<file path="src/rtl/boot_ctrl.sv">
`default_nettype none
// ============================================================================
//  Module   : boot_ctrl
//  Brief    : UART boot sequencer. Parses a framed program image from the
//             received byte stream, writes it into instruction memory, checks
//             the 8-bit data checksum, and releases the CPU reset only after
//             a good load.
//  Revision : 1.0 - initial release
// ============================================================================
module boot_ctrl #(
    parameter int          ADDR_WIDTH     = 12,
    parameter int          TIMEOUT_CYCLES = 4800000,
    parameter logic [7:0]  MAGIC          = 8'hA5
) (
    input  logic                  clk,
    input  logic                  rst,
    input  logic                  rx_valid,
    input  logic [7:0]            rx_data,
    input  logic                  boot_req,
    output logic                  imem_we,
    output logic [ADDR_WIDTH-1:0] imem_addr,
    output logic [31:0]           imem_wdata,
    output logic                  cpu_rst,
    output logic                  busy,
    output logic                  done,
    output logic                  error
);

    localparam logic [2:0] S_IDLE = 3'd0;
    localparam logic [2:0] S_LEN0 = 3'd1;
    localparam logic [2:0] S_LEN1 = 3'd2;
    localparam logic [2:0] S_DATA = 3'd3;
    localparam logic [2:0] S_CSUM = 3'd4;
    localparam logic [2:0] S_RUN  = 3'd5;
    localparam logic [2:0] S_ERR  = 3'd6;

    localparam int                c_TMO_W    = $clog2(TIMEOUT_CYCLES + 1);
    localparam logic [c_TMO_W-1:0] c_TMO_LAST = c_TMO_W'(TIMEOUT_CYCLES - 1);
    // Largest accepted word count: the full instruction memory
    localparam logic [16:0]       c_MAX_LEN  = 17'(1 << ADDR_WIDTH);
    // Word index needs one extra bit so a full-memory image can be counted
    localparam int                c_WI_W     = ADDR_WIDTH + 1;

    logic [2:0]            r_state;
    logic [2:0]            w_state_nx;
    logic [15:0]           r_len;
    logic [c_WI_W-1:0]     r_widx;
    logic [1:0]            r_bidx;
    logic [7:0]            r_sum;
    logic [31:0]           r_word;
    logic [c_TMO_W-1:0]    r_tmo;

    logic                  r_we;
    logic [ADDR_WIDTH-1:0] r_addr;
    logic [31:0]           r_wdata;
    logic                  r_cpu_rst;
    logic                  r_busy;
    logic                  r_done;
    logic                  r_error;

    logic                  w_cpu_rst_nx;
    logic                  w_busy_nx;
    logic                  w_done_nx;
    logic                  w_error_nx;

    logic                  w_in_frame;
    logic                  w_tmo_hit;
    logic [15:0]           w_len_full;
    logic                  w_len_bad;
    logic                  w_last_word;
    logic [31:0]           w_word_shift;

    assign w_in_frame   = (r_state == S_LEN0) || (r_state == S_LEN1) ||
                          (r_state == S_DATA) || (r_state == S_CSUM);
    // A byte arriving on the expiry cycle keeps the frame alive
    assign w_tmo_hit    = w_in_frame && !rx_valid && (r_tmo == c_TMO_LAST);
    assign w_len_full   = {rx_data, r_len[7:0]};
    assign w_len_bad    = {1'b0, w_len_full} > c_MAX_LEN;
    assign w_last_word  = (17'(r_widx) + 17'd1) == {1'b0, r_len};
    // Bytes arrive LSB first, so new bytes enter at the top and slide down
    assign w_word_shift = {rx_data, r_word[31:8]};

    // State register
    always_ff @(posedge clk or posedge rst) begin
        if (rst) begin
            r_state <= S_IDLE;
        end else begin
            r_state <= w_state_nx;
        end
    end

    // Next-state decode: frame parsing, then timeout, then boot_req override
    always_comb begin
        w_state_nx = r_state;
        case (r_state)
            S_IDLE: begin
                if (rx_valid && (rx_data == MAGIC)) w_state_nx = S_LEN0;
            end
            S_LEN0: begin
                if (rx_valid) w_state_nx = S_LEN1;
            end
            S_LEN1: begin
                if (rx_valid) begin
                    if (w_len_bad)               w_state_nx = S_ERR;
                    else if (w_len_full == 16'd0) w_state_nx = S_CSUM;
                    else                          w_state_nx = S_DATA;
                end
            end
            S_DATA: begin
                if (rx_valid && (r_bidx == 2'd3) && w_last_word) w_state_nx = S_CSUM;
            end
            S_CSUM: begin
                if (rx_valid) w_state_nx = (rx_data == r_sum) ? S_RUN : S_ERR;
            end
            S_RUN: begin
                w_state_nx = S_RUN;
            end
            S_ERR: begin
                if (rx_valid && (rx_data == MAGIC)) w_state_nx = S_LEN0;
            end
            default: begin
                w_state_nx = S_IDLE;
            end
        endcase
        if (w_tmo_hit) w_state_nx = S_ERR;
        if (boot_req)  w_state_nx = S_IDLE;
    end

    // Status outputs decoded from the state being entered
    always_comb begin
        w_cpu_rst_nx = (w_state_nx != S_RUN);
        w_done_nx    = (w_state_nx == S_RUN);
        w_error_nx   = (w_state_nx == S_ERR);
        w_busy_nx    = (w_state_nx == S_LEN0) || (w_state_nx == S_LEN1) ||
                       (w_state_nx == S_DATA) || (w_state_nx == S_CSUM);
    end

    // Status output registers
    always_ff @(posedge clk or posedge rst) begin
        if (rst) begin
            r_cpu_rst <= 1'b1;
            r_busy    <= 1'b0;
            r_done    <= 1'b0;
            r_error   <= 1'b0;
        end else begin
            r_cpu_rst <= w_cpu_rst_nx;
            r_busy    <= w_busy_nx;
            r_done    <= w_done_nx;
            r_error   <= w_error_nx;
        end
    end

    // Frame datapath: length latch, word assembly, checksum, timeout, writes
    always_ff @(posedge clk or posedge rst) begin
        if (rst) begin
            r_len   <= '0;
            r_widx  <= '0;
            r_bidx  <= '0;
            r_sum   <= '0;
            r_word  <= '0;
            r_tmo   <= '0;
            r_we    <= 1'b0;
            r_addr  <= '0;
            r_wdata <= '0;
        end else if (boot_req) begin
            r_widx  <= '0;
            r_bidx  <= '0;
            r_sum   <= '0;
            r_word  <= '0;
            r_tmo   <= '0;
            r_we    <= 1'b0;
        end else begin
            r_we <= 1'b0;
            if (rx_valid || !w_in_frame || w_tmo_hit) begin
                r_tmo <= '0;
            end else begin
                r_tmo <= r_tmo + 1'b1;
            end
            if (rx_valid) begin
                case (r_state)
                    S_LEN0: begin
                        r_len[7:0] <= rx_data;
                    end
                    S_LEN1: begin
                        r_len[15:8] <= rx_data;
                        r_widx      <= '0;
                        r_bidx      <= '0;
                        r_sum       <= '0;
                        r_word      <= '0;
                    end
                    S_DATA: begin
                        r_sum  <= r_sum + rx_data;
                        r_word <= w_word_shift;
                        r_bidx <= r_bidx + 2'd1;
                        if (r_bidx == 2'd3) begin
                            r_we    <= 1'b1;
                            r_addr  <= r_widx[ADDR_WIDTH-1:0];
                            r_wdata <= w_word_shift;
                            r_widx  <= r_widx + 1'b1;
                        end
                    end
                    default: begin
                    end
                endcase
            end
        end
    end

    assign imem_we    = r_we;
    assign imem_addr  = r_addr;
    assign imem_wdata = r_wdata;
    assign cpu_rst    = r_cpu_rst;
    assign busy       = r_busy;
    assign done       = r_done;
    assign error      = r_error;

endmodule
`default_nettype wire

</file>
<file path="config.mk">
export PLATFORM = sky130hd
export DESIGN_NAME = boot_ctrl
export DESIGN_NICKNAME = d
export VERILOG_FILES = /design/src/rtl/boot_ctrl.sv
export SDC_FILE = /design/constraint.sdc
export NUM_CORES = 1
export LEC_CHECK = 0
export ABC_AREA = 1
export CORE_ASPECT_RATIO = 1.5
export CORE_MARGIN = 5
export CORE_UTILIZATION = 50
export DETAILED_ROUTE_END_ITERATION = 12
export DONT_BUFFER_PORTS = 1
export SETUP_SLACK_MARGIN = 0.02
export SLEW_MARGIN = 20
export SYNTH_ARGS = -nofsm -noshare
export SYNTH_HDL_FRONTEND = slang
export SYNTH_SLANG_ARGS = --single-unit
</file>
<file path="constraint.sdc">
create_clock -name clk -period 5.25 [get_ports clk]
set_input_delay 0.525 -clock clk [delete_from_list [all_inputs] [get_ports clk]]
set_output_delay 0.525 -clock clk [all_outputs]
set_load 0.01 [all_outputs]
</file>
==> impl_metrics.prom, run 1 <==
# TYPE chip_impl_metric gauge
chip_impl_metric{name="syn-mean-instance-area",unit="um^2"} 8.33
chip_impl_metric{name="num-nets-final",unit=""} 809
chip_impl_metric{name="initial_core_util",unit="%"} 50.7
chip_impl_metric{name="dieWidth",unit="um"} 103
chip_impl_metric{name="area_growth_syn_to_layout",unit="%"} 10.9
chip_impl_metric{name="synthesis.yosys.warnings",unit=""} 0
chip_impl_metric{name="filler_cell_count_in_the_final_layout",unit=""} 1241
chip_impl_metric{name="detail_route.wirelength",unit="um"} 15200
chip_impl_metric{name="cellInternalPower",unit="mW"} 1.86
chip_impl_metric{name="cts.hold.buffers_added",unit=""} 0
chip_impl_metric{name="cts_post_setup_buffers_inserted",unit=""} 0
chip_impl_metric{name="number_of_pins_with_negative_max_slew_slack_in_the_final_report",unit=""} 0
chip_impl_metric{name="max-vdd-ir-drop",unit="uV"} 239
chip_impl_metric{name="std_cell_rows",unit=""} 51
chip_impl_metric{name="pwr-share-seq",unit="%"} 44.0
chip_impl_metric{name="cts_h_tree_depth",unit=""} 4
chip_impl_metric{name="clk_path_buf_depth",unit=""} 2
chip_impl_metric{name="clock_insertion_delay_worst_skew",unit="ns"} 0.42
chip_impl_info{name="timing.critical_path.from_type",value="flip-flop"} 1
chip_impl_metric{name="cell_depth_of_the_worst_flop_to_flop_path",unit=""} 10
chip_impl_metric{name="pwr-share-clk",unit="%"} 43.4
chip_impl_metric{name="drt_first_pass_iters",unit=""} 5
chip_impl_metric{name="grt_usage",unit="%"} 20.9
chip_impl_info{name="critical_path.reg2reg.endpoint",value="r_widx[0]$_DFFE_PP0P_"} 1
chip_impl_info{name="worstHoldPathType",value="in -> async"} 1
chip_impl_metric{name="final.min_clock_period",unit="ns"} 2.42
chip_impl_metric{name="tns",unit="ns"} 0
chip_impl_metric{name="area_of_the_multi_input_gates",unit="mm^2"} 0.00255
chip_impl_metric{name="cts-buffers-inserted",unit=""} 17
chip_impl_metric{name="mappedNetlistArea",unit="mm^2"} 0.00653
chip_impl_metric{name="place.detailed.instances",unit=""} 926
chip_impl_metric{name="antenna_left",unit=""} 0
chip_impl_metric{name="p_per_area",unit="mW/mm^2"} 367
chip_impl_metric{name="first_global_vias",unit=""} 5104
chip_impl_metric{name="resized_cells_post_cts",unit=""} 0
chip_impl_info{name="status",value="finished clean"} 1
chip_impl_info{name="root_buffer_cell",value="sky130_fd_sc_hd__clkbuf_16"} 1
chip_impl_metric{name="floorplan.die_area",unit="mm^2"} 0.0155
chip_impl_metric{name="p_switching",unit="mW"} 0.805
chip_impl_metric{name="stdcell_count",unit=""} 958
chip_impl_metric{name="share_comb_of_total_power",unit="%"} 12.6
chip_impl_metric{name="postSynthCellCount",unit=""} 784
chip_impl_metric{name="fmaxAchievable",unit="MHz"} 413
chip_impl_metric{name="drt-wirelength-per-cell",unit="um"} 15.8
chip_impl_metric{name="tightestPinTransition",unit="ns"} 0.852
chip_impl_metric{name="critPathMaxFanout",unit=""} 51
chip_impl_metric{name="critical_path_required",unit="ns"} 5.53
chip_impl_info{name="grt_setup_unrepaired",value="false"} 1
chip_impl_metric{name="final_min_period_over_clock_period",unit="%"} 46.2
chip_impl_metric{name="vias",unit=""} 5192
chip_impl_metric{name="detail_route.iter0.violations",unit=""} 258
chip_impl_metric{name="fp.dieH",unit="um"} 150
chip_impl_metric{name="finClkSkew",unit="ns"} 0.00854
chip_impl_info{name="most_frequent_cells_in_the_layout",value="sky130_fd_sc_hd__nand2_1, sky130_fd_sc_hd__dfrtp_1, sky130_fd_sc_hd__inv_1"} 1
chip_impl_metric{name="totalPowerFinal",unit="mW"} 2.66
chip_impl_metric{name="synth.lib_cells_used.distinct",unit=""} 40
chip_impl_metric{name="number_of_antenna_violations_at_the_first_check_in_global_routing",unit=""} 0
chip_impl_info{name="cts_tree",value="done"} 1
chip_impl_metric{name="total_leakage_power",unit="nW"} 3.29
chip_impl_info{name="layout_commonest_cell",value="sky130_fd_sc_hd__nand2_1"} 1
chip_impl_metric{name="regToRegSetupSlack",unit="ns"} 2.83
chip_impl_metric{name="insertedDiodeCount",unit=""} 0
chip_impl_metric{name="gp_congestion",unit=""} 0.868
chip_impl_metric{name="seq_area_frac_synth",unit="%"} 52.9
chip_impl_metric{name="placement.io_buffers",unit=""} 0
chip_impl_metric{name="total_count_of_hold_check_failures_in_the_final_report",unit=""} 0
chip_impl_info{name="rr_startpoint",value="r_state[1]$_DFF_PP0_"} 1
chip_impl_metric{name="max_cap_violations",unit=""} 0
chip_impl_metric{name="sequential_cell_area",unit="mm^2"} 0.00345
chip_impl_metric{name="cts_sinks",unit=""} 138
chip_impl_metric{name="postSynthNetCount",unit=""} 807
chip_impl_metric{name="arrival",unit="ns"} 2.71
chip_impl_metric{name="postSynthRegisterBits",unit=""} 138
chip_impl_metric{name="power_switching_share",unit="%"} 30.2
chip_impl_metric{name="place.detailed.hpwl",unit="um"} 10900
chip_impl_metric{name="viasPerCell",unit=""} 5.42
chip_impl_metric{name="slew_headroom",unit="%"} 43.2
chip_impl_metric{name="num_io_pins",unit=""} 61
chip_impl_metric{name="final_setup_violations",unit=""} 0
chip_impl_info{name="crit_path_end_kind",value="flip-flop"} 1
chip_impl_metric{name="drive_above_1_share",unit="%"} 8.26
chip_impl_metric{name="cts.clk_slew.worst_paths",unit="ns"} 0.07
chip_impl_metric{name="drt_drc_violations_left",unit=""} 0
chip_impl_metric{name="overflow",unit=""} 0
chip_impl_info{name="worst_setup_path_class",value="reg -> reg"} 1
chip_impl_metric{name="coreArea",unit="mm^2"} 0.0129
chip_impl_metric{name="grt_first_pass_wirelength",unit="um"} 25300
chip_impl_metric{name="grt_start_max_net_pins",unit=""} 98
==> kinds of logic (layout without fill, tap and decap cells) <==
| family | count (synthesis) | after routing | share of synthesized area, % |
|---|---|---|---|
| xor+xnor | 12 | 12 | 1.61 |
| fa+ha+maj | 11 | 11 | 2.22 |
| simple gates | 350 | 350 | 23.5 |
| compound gates | 135 | 135 | 11.7 |
| buf+inv | 138 | 153 | 8.08 |
| flops | 138 | 138 | 52.9 |
==> flip-flops by register name, indices dropped and copies added, names as in the netlist <==
signal      cells
error           1
r_len          16
r_tmo          23
r_state         3
r_word         24
cpu_rst         1
busy            1
imem_wdata     32
done            1
r_sum           8
imem_we         1
r_widx         13
imem_addr      12
r_bidx          2
==> through the flow <==
step	area, um^2	hold slack, ns	worst slack, ns	util [%]
2_1_floorplan	6530	0.422	1.03	-
3_3_place_gp	6670	0.446	2.87	51.7
3_5_place_dp	6670	0.464	2.82	51.7
4_1_cts	7240	0.170	2.80	56.2
5_1_grt	7240	0.199	2.56	56.2
6_report	7240	0.126	2.83	56.2
==> critical path, cell delays in order, from the launching register on <==
cell	delay [ns]
sky130_fd_sc_hd__dfrtp_1	0.45
sky130_fd_sc_hd__nand2_1	0.12
sky130_fd_sc_hd__nor2_1	0.07
sky130_fd_sc_hd__inv_2	0.08
sky130_fd_sc_hd__nor2_1	0.05
sky130_fd_sc_hd__inv_2	0.09
sky130_fd_sc_hd__nor2_4	0.05
sky130_fd_sc_hd__inv_2	0.57
sky130_fd_sc_hd__buf_4	0.52
sky130_fd_sc_hd__nor2_1	0.10
sky130_fd_sc_hd__o21bai_1	0.17
==> area by class of cell <==
cell class	instances	area share, %
Tap cell	159	2.75
Clock inverter	15	2.06
Sequential cell	138	47.7
Timing Repair Buffer	2	0.207
Clock buffer	17	5.87
Inverter	119	6.23
Multi-Input combinational cell	508	35.2
==> cells in the mapped netlist <==
| library cell | count | area, um^2 |
|---|---|---|
| sky130_fd_sc_hd__nand2_1 | 184 | 691 |
| sky130_fd_sc_hd__dfrtp_1 | 137 | 3430 |
| sky130_fd_sc_hd__inv_1 | 103 | 387 |
| sky130_fd_sc_hd__nor2_1 | 63 | 236 |
| sky130_fd_sc_hd__nand3_1 | 49 | 245 |
| sky130_fd_sc_hd__o21ai_1 | 40 | 200 |
| sky130_fd_sc_hd__o22ai_1 | 37 | 231 |
| sky130_fd_sc_hd__o21ai_0 | 35 | 175 |
| sky130_fd_sc_hd__nand4_1 | 16 | 100 |
| sky130_fd_sc_hd__inv_2 | 15 | 56.3 |
| sky130_fd_sc_hd__clkbuf_1 | 14 | 52.6 |
| sky130_fd_sc_hd__a21oi_1 | 12 | 60.1 |
| sky130_fd_sc_hd__nor3_1 | 11 | 55.1 |
| sky130_fd_sc_hd__ha_1 | 10 | 125 |
| sky130_fd_sc_hd__xor2_1 | 8 | 70.1 |
| sky130_fd_sc_hd__nor2_2 | 6 | 37.5 |
| sky130_fd_sc_hd__nor4_1 | 6 | 37.5 |
| sky130_fd_sc_hd__xnor2_1 | 4 | 35.0 |
| sky130_fd_sc_hd__nand3b_1 | 3 | 22.5 |
| sky130_fd_sc_hd__nor2_4 | 3 | 33.8 |
| sky130_fd_sc_hd__o21bai_1 | 3 | 22.5 |
| sky130_fd_sc_hd__a22o_1 | 2 | 17.5 |
| sky130_fd_sc_hd__and3_1 | 2 | 12.5 |
| sky130_fd_sc_hd__buf_1 | 2 | 7.51 |
| sky130_fd_sc_hd__buf_2 | 2 | 10.0 |
| sky130_fd_sc_hd__nand2_2 | 2 | 12.5 |
| sky130_fd_sc_hd__o211ai_1 | 2 | 15.0 |
| sky130_fd_sc_hd__a31oi_1 | 1 | 6.26 |
| sky130_fd_sc_hd__a31oi_4 | 1 | 21.3 |
| sky130_fd_sc_hd__a32o_1 | 1 | 10.0 |
| sky130_fd_sc_hd__buf_6 | 1 | 11.3 |
| sky130_fd_sc_hd__clkinv_1 | 1 | 3.75 |
| sky130_fd_sc_hd__dfstp_2 | 1 | 26.3 |
| sky130_fd_sc_hd__fa_1 | 1 | 20.0 |
| sky130_fd_sc_hd__nor3_4 | 1 | 16.3 |
| sky130_fd_sc_hd__nor3b_1 | 1 | 7.51 |
| sky130_fd_sc_hd__nor4_2 | 1 | 12.5 |
| sky130_fd_sc_hd__o21a_1 | 1 | 7.51 |
| sky130_fd_sc_hd__or2_1 | 1 | 6.26 |
| sky130_fd_sc_hd__or2_2 | 1 | 6.26 |
==> worst max path at each step <==
| stage | startpoint | to | slack [ns] | cells past startpoint |
|---|---|---|---|---|
| after global routing | r_state[1]$_DFF_PP0_ | r_widx[0]$_DFFE_PP0P_ | 2.56 | 10 |
| after detailed placement | r_state[1]$_DFF_PP0_ | r_widx[0]$_DFFE_PP0P_ | 2.82 | 10 |
| after floorplan | rst | busy$_DFF_PP0_ | 1.03 | 1 |
| after global placement | r_state[1]$_DFF_PP0_ | r_widx[0]$_DFFE_PP0P_ | 2.87 | 10 |
| final | r_state[1]$_DFF_PP0_ | r_widx[0]$_DFFE_PP0P_ | 2.83 | 10 |
| after CTS | r_state[1]$_DFF_PP0_ | r_widx[0]$_DFFE_PP0P_ | 2.80 | 10 |
==> per-layer routing <==
layer	wire length [um]	global-route usage, %	part of all wire [%]
met5	0	0	0
met4	382	8.30	2.5
met3	652	4.94	4.3
met2	7730	35.8	51
met1	6380	24.9	42
==> power by group through the flow <==
stage               clock network [mW]  logic, mW  registers (mW)
floorplan                            0      0.259            1.17
global placement                     0      0.334            1.19
detailed placement                   0      0.338            1.19
CTS                               1.18      0.339            1.17
global route                      1.23      0.392            1.18
finish                            1.16      0.335            1.17
Note: power is estimated with default switching activity, not from simulation.
==> run 2, diff against run 1 <==
--- a/config.mk
+++ b/config.mk
@@ -11,6 +11,7 @@
 export CORE_UTILIZATION = 50
 export DETAILED_ROUTE_END_ITERATION = 12
 export DONT_BUFFER_PORTS = 1
+export PLACE_DENSITY = 0.68
 export SETUP_SLACK_MARGIN = 0.02
 export SLEW_MARGIN = 20
 export SYNTH_ARGS = -nofsm -noshare
==> constraint.sdc (replaced) <==
create_clock -name clk -period 2.1 [get_ports clk]
set_input_delay 0.21 -clock clk [delete_from_list [all_inputs] [get_ports clk]]
set_output_delay 0.21 -clock clk [all_outputs]
set_load 0.01 [all_outputs]
==> run 2 against run 1 <==
Critical path type unchanged. Largest power group is now clock. Highest routed layer unchanged. Critical path depth is 6 higher. Critical endpoint is now busy$_DFF_PP0_. Cell count is 3.0% higher. Register-to-register slack worse by 2.8 ns. Global-route usage hardly changed. Worst setup slack worse by 2.8 ns. Maximum frequency is 18% higher. Via count is 3.2% higher. Largest cell class unchanged.
==> impl_metrics.prom, run 2 (same netlist as run 1, synthesis figures left out) <==
# TYPE chip_impl_metric gauge
chip_impl_info{name="crit_path_end_kind",value="flip-flop"} 1
chip_impl_metric{name="coreArea",unit="mm^2"} 0.0129
chip_impl_metric{name="first_global_vias",unit=""} 5368
chip_impl_metric{name="floorplan.die_area",unit="mm^2"} 0.0155
chip_impl_metric{name="final_min_period_over_clock_period",unit="%"} 97.9
chip_impl_metric{name="drt_first_pass_iters",unit=""} 5
chip_impl_metric{name="drt_drc_violations_left",unit=""} 0
chip_impl_metric{name="vias",unit=""} 5359
chip_impl_metric{name="initial_core_util",unit="%"} 50.7
chip_impl_metric{name="finalInstanceArea",unit="mm^2"} 0.00769
chip_impl_metric{name="overflow",unit=""} 0
chip_impl_metric{name="gp_congestion",unit=""} 0.890
chip_impl_metric{name="cts_sinks",unit=""} 138
chip_impl_metric{name="critical_path_required",unit="ns"} 2.40
chip_impl_metric{name="detailedPlace.worstSlack",unit="ns"} -0.0464
chip_impl_metric{name="use_met2",unit="%"} 37.2
chip_impl_info{name="cts_tree",value="done"} 1
chip_impl_metric{name="cts-buffers-inserted",unit=""} 17
chip_impl_info{name="worst_setup_path_class",value="reg -> reg"} 1
chip_impl_metric{name="num-nets-final",unit=""} 838
chip_impl_metric{name="clock_insertion_delay_worst_skew",unit="ns"} 0.42
chip_impl_metric{name="area_growth_syn_to_layout",unit="%"} 17.7
chip_impl_info{name="grt_busiest_layer",value="met2"} 1
chip_impl_metric{name="p_per_area",unit="mW/mm^2"} 904
chip_impl_metric{name="finClkSkew",unit="ns"} 0.00984
chip_impl_metric{name="dieWidth",unit="um"} 103
chip_impl_metric{name="drive_above_1_share",unit="%"} 15.1
chip_impl_metric{name="arrival",unit="ns"} 2.36
chip_impl_metric{name="fmaxAchievable",unit="MHz"} 486
chip_impl_metric{name="detail_route.wirelength",unit="um"} 15400
chip_impl_info{name="root_buffer_cell",value="sky130_fd_sc_hd__clkbuf_16"} 1
chip_impl_metric{name="max_cap_violations",unit=""} 0
chip_impl_metric{name="largest_reg_flops",unit=""} 32
chip_impl_info{name="timing.critical_path.from_type",value="flip-flop"} 1
chip_impl_metric{name="cts.clk_slew.worst_paths",unit="ns"} 0.06
chip_impl_info{name="most_frequent_cells_in_the_layout",value="sky130_fd_sc_hd__nand2_1, sky130_fd_sc_hd__dfrtp_1, sky130_fd_sc_hd__inv_1"} 1
chip_impl_metric{name="clk_path_buf_depth",unit=""} 2
chip_impl_metric{name="final_setup_violations",unit=""} 0
chip_impl_metric{name="grt_first_pass_wirelength",unit="um"} 25400
chip_impl_info{name="status",value="finished clean"} 1
chip_impl_metric{name="max-vdd-ir-drop",unit="uV"} 513
chip_impl_metric{name="insertedDiodeCount",unit=""} 0
chip_impl_metric{name="final_critical_path_setup_slack",unit="ns"} 0.0433
chip_impl_metric{name="detail_route.iter0.violations",unit=""} 313
chip_impl_metric{name="cts_h_tree_depth",unit=""} 4
chip_impl_metric{name="placement.io_buffers",unit=""} 0
chip_impl_metric{name="drt-wirelength-per-cell",unit="um"} 15.6
chip_impl_metric{name="critPathMaxFanout",unit=""} 5
chip_impl_metric{name="place.detailed.hpwl",unit="um"} 10700
chip_impl_metric{name="grtUsageMet3",unit="%"} 6.44
chip_impl_metric{name="grt_usage",unit="%"} 20.9
chip_impl_metric{name="stdcell_count",unit=""} 987
chip_impl_metric{name="std_cell_rows",unit=""} 51
chip_impl_metric{name="num_io_pins",unit=""} 61
chip_impl_info{name="grt_setup_unrepaired",value="true"} 1
chip_impl_metric{name="viasPerCell",unit=""} 5.43
chip_impl_info{name="worstHoldPathType",value="in -> reg"} 1
chip_impl_metric{name="slew_headroom",unit="%"} 53.3
chip_impl_info{name="layout_commonest_cell",value="sky130_fd_sc_hd__nand2_1"} 1
chip_impl_metric{name="grt_start_max_net_pins",unit=""} 139
chip_impl_metric{name="placement.cell_area",unit="mm^2"} 0.00683
chip_impl_metric{name="fp.dieH",unit="um"} 150
chip_impl_metric{name="final.min_clock_period",unit="ns"} 2.06
chip_impl_metric{name="hold-worst-slack",unit="ns"} 0.0127
chip_impl_metric{name="tightestPinTransition",unit="ns"} 0.700
chip_impl_metric{name="total_count_of_hold_check_failures_in_the_final_report",unit=""} 0
chip_impl_metric{name="grt_util_met1",unit="%"} 23.3
chip_impl_metric{name="place.detailed.instances",unit=""} 943
chip_impl_metric{name="number_of_antenna_violations_at_the_first_check_in_global_routing",unit=""} 0
chip_impl_metric{name="total_leakage_power",unit="nW"} 3.51
chip_impl_metric{name="number_of_pins_with_negative_max_slew_slack_in_the_final_report",unit=""} 0
chip_impl_metric{name="antenna_left",unit=""} 0
==> run 2: worst paths after layout <==
check                      cells past startpoint                  start  slack, ns                    to
max reg2reg                                   16  r_widx[0]$_DFFE_PP0P_       0.04        busy$_DFF_PP0_
min reg2reg                                    1     r_tmo[0]$_DFF_PP0_       0.46    r_tmo[0]$_DFF_PP0_
min                                            3               boot_req       0.01     imem_we$_DFF_PP0_
max in group asynchronous                      3                    rst       1.07  r_state[1]$_DFF_PP0_
min in group asynchronous                      3                    rst       0.50  r_sum[3]$_DFFE_PP0P_
max                                           16  r_widx[0]$_DFFE_PP0P_       0.04        busy$_DFF_PP0_
==> run 2: critical path: stages, from the launching register on <==
cell and delay, ns:
sky130_fd_sc_hd__dfrtp_1 0.40, sky130_fd_sc_hd__buf_4 0.15, sky130_fd_sc_hd__nand3_1 0.13, sky130_fd_sc_hd__o21ai_1 0.25, sky130_fd_sc_hd__nand2_1 0.13, sky130_fd_sc_hd__nand2_1 0.08
sky130_fd_sc_hd__nand2_1 0.04, sky130_fd_sc_hd__nor2_1 0.08, sky130_fd_sc_hd__nand2_1 0.07, sky130_fd_sc_hd__nor2_2 0.13, sky130_fd_sc_hd__nand2_1 0.07, sky130_fd_sc_hd__nand2_2 0.09
sky130_fd_sc_hd__nand2_2 0.07, sky130_fd_sc_hd__nand2_4 0.09, sky130_fd_sc_hd__nand2_1 0.06, sky130_fd_sc_hd__nand2_1 0.05, sky130_fd_sc_hd__nand2_1 0.05
==> run 2: layout make-up <==
class                           instances  area (um^2)
Inverter                              119          453
Timing Repair Buffer                   31          275
Tap cell                              159          199
Fill cell                            1116         5200
Multi-Input combinational cell        508         2690
Sequential cell                       138         3460
Clock inverter                         15          194
Clock buffer                           17          425
==> run 2: power by group <==
group | internal, mW | total [mW] | switching, mW
Clock | 1.82 | 3.13 | 1.30
Combinational | 0.312 | 0.893 | 0.581
Sequential | 2.80 | 2.93 | 0.132
Total | 4.94 | 6.95 | 2.01
==> run 2: per-stage QoR <==
step | power, mW | utilization, % | TNS (ns)
after floorplan | 3.58 | - | 0
after global placement | 3.79 | 53.0 | 0
after global routing | 7.31 | 59.7 | -0.363
final | 6.95 | 59.7 | 0
after CTS | 6.97 | 58.3 | 0
after detailed placement | 3.82 | 53.0 | -0.0464
==> run 2: per-layer routing <==
layer | vias up | wire length, um
met4 | 0 | 371
met3 | 26 | 863
li1 | 2635 | -
met2 | 141 | 8230
met1 | 2557 | 5960
met5 | - | 0
==> run 2: timing repair <==
action                                 in CTS  in global routing
buffers inserted                            3                  7
gates resized for setup                     7                 33
endpoints found under the hold margin     137                  1
hold buffers                                1                  1
pin swaps                                   3                 24
setup endpoints to repair                   3                 22
==> run 3, diff against run 2 <==
--- a/config.mk
+++ b/config.mk
@@ -6,12 +6,13 @@
 export NUM_CORES = 1
 export LEC_CHECK = 0
 export ABC_AREA = 1
+export ABC_CLOCK_PERIOD_IN_PS = 2100
 export CORE_ASPECT_RATIO = 1.5
-export CORE_MARGIN = 5
 export CORE_UTILIZATION = 50
 export DETAILED_ROUTE_END_ITERATION = 12
 export DONT_BUFFER_PORTS = 1
 export PLACE_DENSITY = 0.68
+export REMOVE_ABC_BUFFERS = 1
 export SETUP_SLACK_MARGIN = 0.02
 export SLEW_MARGIN = 20
 export SYNTH_ARGS = -nofsm -noshare
==> run 3 against run 2 <==
Worst hold slack got worse by 0.0056 ns. Clock power shrank 2%. Critical path depth unchanged. Sequential cell count is the same. Wire length decreased by 1.2%. Sequential power about the same. First-iteration DRC count down 9.9%. Clock skew is 0.0029 ns lower. Register-to-register slack worse by 0.03 ns. Non-clock buffer count shrank 1. Critical endpoint unchanged. Largest cell class unchanged. Largest power group unchanged.
==> impl_metrics.prom, run 3 (same netlist as run 1, synthesis figures left out) <==
# TYPE chip_impl_metric gauge
chip_impl_info{name="status",value="finished clean"} 1
chip_impl_metric{name="finClkSkew",unit="ns"} 0.00690
chip_impl_metric{name="area_growth_syn_to_layout",unit="%"} 17.7
chip_impl_info{name="root_buffer_cell",value="sky130_fd_sc_hd__clkbuf_16"} 1
chip_impl_metric{name="place.detailed.hpwl",unit="um"} 10600
chip_impl_info{name="cts_tree",value="done"} 1
chip_impl_metric{name="detail_route.wirelength",unit="um"} 15200
chip_impl_metric{name="largest_reg_flops",unit=""} 32
chip_impl_metric{name="drt_drc_violations_left",unit=""} 0
chip_impl_metric{name="drt-wirelength-per-cell",unit="um"} 15.5
chip_impl_metric{name="grt_start_max_net_pins",unit=""} 58
chip_impl_metric{name="placement.io_buffers",unit=""} 0
chip_impl_metric{name="final.min_clock_period",unit="ns"} 2.08
chip_impl_metric{name="max-vdd-ir-drop",unit="uV"} 551
chip_impl_metric{name="drt_first_pass_iters",unit=""} 4
chip_impl_info{name="timing.critical_path.from_type",value="flip-flop"} 1
chip_impl_metric{name="max_cap_violations",unit=""} 0
chip_impl_metric{name="gp_congestion",unit=""} 0.895
chip_impl_info{name="worst_setup_path_class",value="reg -> reg"} 1
chip_impl_metric{name="insertedDiodeCount",unit=""} 0
chip_impl_info{name="layout_commonest_cell",value="sky130_fd_sc_hd__nand2_1"} 1
chip_impl_metric{name="total_leakage_power",unit="nW"} 3.50
chip_impl_metric{name="fp.dieH",unit="um"} 142
chip_impl_metric{name="final_critical_path_setup_slack",unit="ns"} 0.0159
chip_impl_info{name="worstHoldPathType",value="in -> reg"} 1
chip_impl_metric{name="clock_insertion_delay_worst_skew",unit="ns"} 0.42
chip_impl_metric{name="placement.cell_area",unit="mm^2"} 0.00680
chip_impl_info{name="crit_path_end_kind",value="flip-flop"} 1
chip_impl_metric{name="total_count_of_hold_check_failures_in_the_final_report",unit=""} 0
chip_impl_metric{name="viasPerCell",unit=""} 5.46
chip_impl_metric{name="vias",unit=""} 5368
chip_impl_metric{name="number_of_antenna_violations_at_the_first_check_in_global_routing",unit=""} 0
chip_impl_metric{name="final_setup_violations",unit=""} 0
chip_impl_metric{name="grt_first_pass_wirelength",unit="um"} 25300
chip_impl_metric{name="antenna_left",unit=""} 0
chip_impl_metric{name="clk_path_buf_depth",unit=""} 2
chip_impl_metric{name="detailedPlace.worstSlack",unit="ns"} -0.0362
chip_impl_metric{name="finalInstanceArea",unit="mm^2"} 0.00769
chip_impl_metric{name="first_global_vias",unit=""} 5508
chip_impl_metric{name="coreArea",unit="mm^2"} 0.0126
chip_impl_metric{name="fmaxAchievable",unit="MHz"} 480
chip_impl_metric{name="critical_path_required",unit="ns"} 2.41
chip_impl_metric{name="critPathMaxFanout",unit=""} 8
chip_impl_metric{name="detail_route.iter0.violations",unit=""} 282
chip_impl_metric{name="num-nets-final",unit=""} 837
chip_impl_metric{name="std_cell_rows",unit=""} 50
chip_impl_metric{name="cts_sinks",unit=""} 138
chip_impl_metric{name="grt_usage",unit="%"} 24.3
chip_impl_metric{name="hold-worst-slack",unit="ns"} 0.00711
chip_impl_info{name="most_frequent_cells_in_the_layout",value="sky130_fd_sc_hd__nand2_1, sky130_fd_sc_hd__dfrtp_1, sky130_fd_sc_hd__inv_1"} 1
chip_impl_metric{name="cts_h_tree_depth",unit=""} 4
chip_impl_metric{name="slew_headroom",unit="%"} 65.7
chip_impl_metric{name="overflow",unit=""} 0
chip_impl_metric{name="final_min_period_over_clock_period",unit="%"} 99.2
chip_impl_metric{name="cts-buffers-inserted",unit=""} 17
chip_impl_metric{name="drive_above_1_share",unit="%"} 15.2
chip_impl_metric{name="dieWidth",unit="um"} 95.3
chip_impl_metric{name="arrival",unit="ns"} 2.39
chip_impl_metric{name="number_of_pins_with_negative_max_slew_slack_in_the_final_report",unit=""} 0
chip_impl_metric{name="num_io_pins",unit=""} 61
chip_impl_metric{name="p_per_area",unit="mW/mm^2"} 901
chip_impl_metric{name="initial_core_util",unit="%"} 51.7
chip_impl_info{name="grt_setup_unrepaired",value="true"} 1
chip_impl_metric{name="cts.clk_slew.worst_paths",unit="ns"} 0.06
chip_impl_metric{name="floorplan.die_area",unit="mm^2"} 0.0135
chip_impl_metric{name="tightestPinTransition",unit="ns"} 0.515
[run 3: layout make-up]
type,instances,area [um^2]
fillers,1108,4950
clock inverters,15,183
inverters,119,457
well taps,156,195
multi-input cells,508,2690
flip-flops and latches,138,3460
clock buffers,17,425
repair buffers,30,285
[run 3: final timing paths]
check | slack (ns) | startpoint | end | cells after the start
worst max-delay path | 0.02 | r_widx[1]$_DFFE_PP0P_ | busy$_DFF_PP0_ | 16
worst min-delay path | 0.007 | boot_req | r_state[1]$_DFF_PP0_ | 3
worst max register to register | 0.02 | r_widx[1]$_DFFE_PP0P_ | busy$_DFF_PP0_ | 16
worst min register to register | 0.47 | r_tmo[0]$_DFF_PP0_ | r_tmo[0]$_DFF_PP0_ | 1
max in group asynchronous | 1.02 | rst | r_widx[0]$_DFFE_PP0P_ | 3
min in group asynchronous | 0.34 | rst | r_word[17]$_DFFE_PP0P_ | 2
[run 3: stage by stage]
stage,setup TNS (ns),total power [mW],util [%],std cells
4_1_cts,-0.0106,6.92,59.2,974
6_report,0,6.93,60.8,983
3_5_place_dp,-0.0536,3.83,53.8,936
3_3_place_gp,0,3.80,53.8,936
5_1_grt,-0.735,7.25,60.8,983
2_1_floorplan,-248.02,3.57,-,765
[run 3: where the power goes]
| part | total [mW] | internal [mW] | switching (mW) |
|---|---|---|---|
| Clock | 3.07 | 1.80 | 1.27 |
| Sequential | 2.95 | 2.80 | 0.156 |
| Combinational | 0.903 | 0.320 | 0.583 |
[run 3: layer usage]
layer,routed length [um],GRT usage (%)
met1,6040,26.7
met2,8160,43.3
met3,640,6.52
met4,397,9.97
met5,0,0
[run 3: critical path, cell delays in order (launching register included)]
cell	delay [ns]
sky130_fd_sc_hd__dfrtp_1	0.39
sky130_fd_sc_hd__buf_4	0.14
sky130_fd_sc_hd__nand2_1	0.10
sky130_fd_sc_hd__nor2_4	0.24
sky130_fd_sc_hd__nand4_1	0.16
sky130_fd_sc_hd__nand2_1	0.13
sky130_fd_sc_hd__nand2_1	0.06
sky130_fd_sc_hd__nand2_1	0.06
sky130_fd_sc_hd__nand2_1	0.07
sky130_fd_sc_hd__nor2_2	0.13
sky130_fd_sc_hd__nand2_1	0.08
sky130_fd_sc_hd__nand2_2	0.08
sky130_fd_sc_hd__nand2_2	0.07
sky130_fd_sc_hd__nand2_4	0.10
sky130_fd_sc_hd__nand2_2	0.06
sky130_fd_sc_hd__nand2_1	0.05
sky130_fd_sc_hd__nand2_1	0.06
[run 3: what timing repair did]
item	CTS	global route
endpoints found under the setup margin	4	28
resized for setup	6	41
pin swaps	6	20
hold buffers	3	0
setup buffers	3	9
hold endpoints to repair	55	0
